<file path="src/rtl/usc_rv_pkg.sv">
// Shared types and helpers for the instruction buffer: the fetch-info field map,
// the stored entry layout and a leading-ones counter used for enqueue and
// dequeue widths.
`ifndef USC_RV_FETCH_INFO_W
`define USC_RV_FETCH_INFO_PRED 0
`define USC_RV_FETCH_INFO_AF   1
`define USC_RV_FETCH_INFO_PF   2
`define USC_RV_FETCH_INFO_W    3
`endif

package usc_rv_pkg;

  localparam int FETCH_INFO_W    = `USC_RV_FETCH_INFO_W;
  localparam int FETCH_INFO_PRED = `USC_RV_FETCH_INFO_PRED;
  localparam int FETCH_INFO_AF   = `USC_RV_FETCH_INFO_AF;
  localparam int FETCH_INFO_PF   = `USC_RV_FETCH_INFO_PF;

  // One queue entry: opcode, its own PC and the packet info it arrived with.
  typedef struct packed {
    logic [31:0]             opc;
    logic [31:0]             pc;
    logic [FETCH_INFO_W-1:0] info;
  } ibuf_entry_t;

  // Number of consecutive ones starting at bit 0. Stops at the first zero, so
  // a non-prefix valid/take vector only contributes its leading run.
  function automatic logic [2:0] lead_ones(input logic [3:0] v);
    logic [2:0] n;
    logic       run;
    n   = '0;
    run = 1'b1;
    for (int i = 0; i < 4; i++) begin
      run = run & v[i];
      n   = n + {2'b00, run};
    end
    return n;
  endfunction

endpackage

</file>
<file path="src/rtl/usc_rv_ibuf_ptr.sv">
// Read/write pointer and occupancy counter for the instruction queue.
// Pointers carry one wrap bit above the index; only the index leaves the block.
// Flush returns everything to zero and overrides any enqueue/dequeue that cycle.
module usc_rv_ibuf_ptr #(
  parameter int DEPTH = 8,
  localparam int AW = $clog2(DEPTH),
  localparam int CW = AW + 1
) (
  input  logic          clk,
  input  logic          reset,
  input  logic          flush_i,
  input  logic [CW-1:0] n_enq_i,
  input  logic [CW-1:0] n_deq_i,
  output logic [AW-1:0] rd_idx_o,
  output logic [AW-1:0] wr_idx_o,
  output logic [CW-1:0] cnt_o
);

  logic [CW-1:0] rd_q, rd_d;
  logic [CW-1:0] wr_q, wr_d;
  logic [CW-1:0] cnt_q, cnt_d;

  // Next-state: flush clears, otherwise advance by accepted/consumed amounts.
  always_comb begin
    rd_d  = rd_q + n_deq_i;
    wr_d  = wr_q + n_enq_i;
    cnt_d = cnt_q + n_enq_i - n_deq_i;
    if (flush_i) begin
      rd_d  = '0;
      wr_d  = '0;
      cnt_d = '0;
    end
  end

  // Pointer and counter registers.
  always_ff @(posedge clk or posedge reset) begin
    if (reset) begin
      rd_q  <= '0;
      wr_q  <= '0;
      cnt_q <= '0;
    end else begin
      rd_q  <= rd_d;
      wr_q  <= wr_d;
      cnt_q <= cnt_d;
    end
  end

  assign rd_idx_o = rd_q[AW-1:0];
  assign wr_idx_o = wr_q[AW-1:0];
  assign cnt_o    = cnt_q;

endmodule

</file>
<file path="src/rtl/usc_rv_ibuf.sv">
// In-order instruction queue between fetch F2 and the decode lanes.
// Enqueued entries are visible to decode one cycle later; no bypass.
// Fetch is stalled whole-packet when fewer than FETCH_W entries are free.
module usc_rv_ibuf
  import usc_rv_pkg::*;
#(
  parameter int FETCH_W = 2,
  parameter int DEC_W   = 2,
  parameter int DEPTH   = 8,
  parameter int INFO_W  = FETCH_INFO_W,
  localparam int AW = $clog2(DEPTH),
  localparam int CW = AW + 1
) (
  input  logic                          clk,
  input  logic                          reset,
  input  logic [FETCH_W-1:0]            inst_vld_f2,
  output logic                          inst_rdy_f2,
  input  logic [FETCH_W-1:0][31:0]      inst_data_f2,
  input  logic [INFO_W-1:0]             inst_info_f2,
  input  logic [31:0]                   inst_pc_f2,
  input  logic                          core_flush,
  output logic [DEC_W-1:0]              dec_vld_o,
  output logic [DEC_W-1:0][31:0]        dec_opc_o,
  output logic [DEC_W-1:0][31:0]        dec_pc_o,
  output logic [DEC_W-1:0][INFO_W-1:0]  dec_info_o,
  input  logic [DEC_W-1:0]              dec_take_i,
  output logic [CW-1:0]                 ibuf_cnt_o
);

  logic [AW-1:0] rd_idx, wr_idx;
  logic [CW-1:0] cnt, free_cnt, n_enq, n_deq;
  logic [DEC_W-1:0] take_eff;

  // Payload storage; deliberately not reset, validity comes from the counter.
  ibuf_entry_t mem_q [DEPTH];

  usc_rv_ibuf_ptr #(.DEPTH(DEPTH)) u_ptr (
    .clk      (clk),
    .reset    (reset),
    .flush_i  (core_flush),
    .n_enq_i  (n_enq),
    .n_deq_i  (n_deq),
    .rd_idx_o (rd_idx),
    .wr_idx_o (wr_idx),
    .cnt_o    (cnt)
  );

  // Ready looks only at the registered count: a dequeue this cycle does not
  // free space for this cycle's packet, keeping the ready path short.
  assign free_cnt    = CW'(DEPTH) - cnt;
  assign inst_rdy_f2 = ~core_flush & (free_cnt >= CW'(FETCH_W));
  assign n_enq       = inst_rdy_f2 ? CW'(lead_ones(4'(inst_vld_f2))) : '0;

  assign take_eff    = dec_take_i & dec_vld_o;
  assign n_deq       = CW'(lead_ones(4'(take_eff)));
  assign ibuf_cnt_o  = cnt;

  // Write the leading valid slots of an accepted packet at consecutive entries.
  always_ff @(posedge clk) begin
    for (int k = 0; k < FETCH_W; k++) begin
      if (CW'(k) < n_enq) begin
        mem_q[wr_idx + AW'(k)] <= '{opc:  inst_data_f2[k],
                                    pc:   inst_pc_f2 + 32'(4 * k),
                                    info: FETCH_INFO_W'(inst_info_f2)};
      end
    end
  end

  // Present the DEC_W oldest entries; lane k is valid while count exceeds k.
  always_comb begin
    dec_vld_o  = '0;
    dec_opc_o  = '0;
    dec_pc_o   = '0;
    dec_info_o = '0;
    for (int k = 0; k < DEC_W; k++) begin
      dec_vld_o[k]  = (cnt > CW'(k));
      dec_opc_o[k]  = mem_q[rd_idx + AW'(k)].opc;
      dec_pc_o[k]   = mem_q[rd_idx + AW'(k)].pc;
      dec_info_o[k] = INFO_W'(mem_q[rd_idx + AW'(k)].info);
    end
  end

endmodule

</file>
<file path="config.mk">
export PLATFORM = sky130hd
export DESIGN_NAME = usc_rv_ibuf
export DESIGN_NICKNAME = d
export VERILOG_FILES = /design/src/rtl/usc_rv_pkg.sv /design/src/rtl/usc_rv_ibuf_ptr.sv /design/src/rtl/usc_rv_ibuf.sv
export SDC_FILE = /design/constraint.sdc
export NUM_CORES = 1
export LEC_CHECK = 0
export BUFFER_PORTS_ARGS = -buffer_cell sky130_fd_sc_hd__buf_2
export CAP_MARGIN = 10
export CORE_AREA = 4 4 247 249
export CTS_CLUSTER_SIZE = 30
export DETAILED_ROUTE_END_ITERATION = 7
export DIE_AREA = 0 0 251 253
export PLACE_DENSITY_LB_ADDON = 0.12
export SETUP_SLACK_MARGIN = 0.1
export SYNTH_ARGS = -nofsm -noshare
export SYNTH_HDL_FRONTEND = slang
export SYNTH_HIERARCHICAL = 1
export SYNTH_SLANG_ARGS = --single-unit
</file>
<file path="constraint.sdc">
create_clock -name clk -period 8.7 [get_ports clk]
set_input_delay 0.435 -clock clk [delete_from_list [all_inputs] [get_ports clk]]
set_output_delay 0.435 -clock clk [all_outputs]
set_load 0.02 [all_outputs]
</file>
==> flow_metrics.tcl <==
set metrics [dict create \
    finish.instance_area_um2 35800 \
    postCtsSetupBuffers 0 \
    root_buffer "clkbuf_16" \
    nNetsFinal 2846 \
    min-delay-start "inst_pc_f2[0]" \
    min_period_over_period_pct 64.37 \
    grt_pass1_wl_mm 140.0 \
    drt-vias-per-instance 6.221 \
    overflow 0 \
    grt_pass1_vias 22460 \
    clock.fmax_ghz 0.1786 \
    p_leak_uw 0.01275 \
    routed_wl_mm 93.52 \
    dieArea_um2 63500 \
    initial_core_util_pct 54.81 \
    crit_path_end_kind "primary output" \
    grtUsageMet3_pct 5.084 \
    portBuffers 246 \
    cp-startpoint "u_ptr/rd_q[0]" \
    cts.repair.resized 0 \
    cts_buffers 58 \
    yosys.area.top_type "edfxtp_1" \
    drive_gt1_share_pct 29.45 \
    slew_headroom_pct 18.64 \
    post-place-cells 3435 \
    clk_latency_ns 0.62 \
    crit_chain "buf_4 -> buf_4 -> buf_4 -> mux4_2 -> mux2_2 -> buf_2" \
    syn_to_final_growth_pct 11.28 \
    holdBufCountCts 1 \
    grt_max_degree 72 \
    cts_sinks 546 \
    synth_area_um2 32170 \
    status "completed" \
    netlist-cell-type-count 48 \
    worstPathArrival_ns 5.17 \
    stdcell_count 3551 \
    drt-initial-drc-count 2488 \
    yosysWarnings 6 \
    crit_family "buffers and inverters" \
    ios 247 \
    max_stage_delay_ns 0.91 \
    p_sw_share_pct 36.46 \
    critPathLaunchType "register" \
    power_switching_uw 3920 \
    met2_usage_pct 47.78 \
    yosys.area.top_type_share_pct 50.04 \
    timing.final.crit_period_ns 5.600 \
    drt_first_pass_iters 5 \
    fin_skew_ns 0.01287 \
    combPwrFrac_pct 45.4 \
    chipHeight_um 253 \
    rows 89 \
    critPathBufInv 4 \
    fin_tns_setup_ns 0 \
    synth-seq-cells 546 \
    rsz0062_at_grt "false" \
    synthArstFlopShare_pct 1.832 \
    synthCells 2637 \
    final_common_cell "nand2_1" \
    max-clock-path-buffers 3 \
    pwr-share-clk_pct 23.7 \
    synth_area_per_cell_um2 12.20 \
    synthTopCellsByArea "edfxtp_1, mux4_2, nand2_1" \
    r2r_start "u_ptr/cnt_o[0]" \
    irDropWorstVdd_uv 376.0 \
    grt_busiest_layer "met2" \
    cts_max_level 2 \
    path_class "register to primary output" \
    ys.flop_type "edfxtp_1" \
    final_cell_mix "nand2_1, edfxtp_1, mux4_2" \
    critPathMostFrequentCell "buf_4" \
    worst-path-max-fanout 68 \
    die_x_um 251 \
    globalplace.congestion 0.8189 \
    clkTransAtPathRegs_ns 0.06 \
    ys_seq_area_share_pct 50.81 \
    drcViolationCount 0 \
    core_area_um2 58690 \
    power_density_nw_per_um2 300.4 \
    hpwl_mm 54.17 \
    cts_tree "yes" \
    drv_slew 0 \
    grt_usage_pct 29.12 \
    internal_power_uw 6832 \
    power_frac_seq_pct 30.9 \
    vias 22090 \
    cpMaxStageDelayCell "buf_4" \
    place_area_um2 33840 \
    holdCritPathClass "input pin to register" \
    drtAntennaViolNets 0 \
    wl_per_cell_um 26.34 \
    drv_cap 0 \
    hold_viol_final 0 \
    met1_usage_pct 40.82 \
    worstPathRequired_ns 8.27 \
    antenna_found_initial 12 \
    setup_viol 0 \
    synth-edff-count 536 \
    worst_pin_slew_ns 1.216 \
]
-- power by group through the flow --
stage / logic, µW / registers [µW] / clock network (µW)
after floorplan: 3640 / 3260 / 0
after global placement: 4850 / 3360 / 0
after detailed placement: 4910 / 3380 / 0
after CTS: 4930 / 3320 / 2570
after global routing: 5180 / 3340 / 2680
final: 4880 / 3320 / 2550
-- area by class of cell --
cell class / instances / area (µm²)
clock inverters: 41 / 425.4
clock buffers: 67 / 1506
well taps: 773 / 967.2
flip-flops and latches: 546 / 16360
diodes: 7 / 17.52
multi-input cells: 1811 / 14910
fillers: 4528 / 22890
repair buffers: 287 / 1541
inverters: 19 / 71.32
-- metrics by stage --
| step | utilization (%) | total power [µW] | hold slack [ns] | setup slack, ns |
|---|---|---|---|---|
| 5_1_grt | 60.99 | 11200 | 0.09741 | 2.657 |
| 4_1_cts | 60.97 | 10820 | 0.07063 | 2.986 |
| 3_5_place_dp | 57.66 | 8281 | 0.4648 | 3.648 |
| 6_report | 61.00 | 10750 | 0.09712 | 3.100 |
| 2_1_floorplan | - | 6899 | 0.2752 | 1.483 |
| 3_3_place_gp | 57.66 | 8214 | 0.4545 | 3.755 |
-- routing by layer --
| metal | routed length [µm] | part of all wire (%) |
|---|---|---|
| met4 | 2282 | 2.4 |
| met1 | 37040 | 40 |
| met3 | 9159 | 9.8 |
| met2 | 44980 | 48 |
| met5 | 68 | 0.073 |
-- cells in the mapped netlist (all sizes together) (16+ instances only) --
library cell	count
nor2	97
nand4	16
xor2	84
o21ai	31
mux4	268
nand2	910
nand3	32
buf	92
mux2	135
clkbuf	174
inv	19
xnor2	148
edfxtp	536
-- registers in the layout, indices dropped and copies added (netlist names) --
signal,cells
u_ptr/cnt_o,4
mem_q,536
u_ptr/wr_q,3
u_ptr/rd_q,3
-- logic make-up after synthesis --
logic type | after synthesis | synth area share, %
multiplexers | 403 | 23.49
AO/OA/AOI/OAI | 49 | 1.027
AND/OR/NAND/NOR | 1104 | 13.77
flip-flops | 546 | 50.81
buffers and inverters | 285 | 3.792
adder cells (fa/ha/maj) | 17 | 0.7779
other | 1 | 0.01166
XOR/XNOR | 232 | 6.317
-- path summary, 6_finish.rpt --
kind / depth (start not counted) / slack, ns / to
min in group asynchronous: 3 / 0.36 / u_ptr/cnt_o[3]
setup / recovery: 6 / 3.10 / dec_opc_o[28]
setup reg to reg: 9 / 4.44 / mem_q[4][27]
max in group asynchronous: 3 / 7.95 / u_ptr/rd_q[1]
hold reg to reg: 2 / 0.83 / u_ptr/wr_q[2]
hold / removal: 1 / 0.1 / mem_q[7][3]
(Power assumes the default switching activity.)
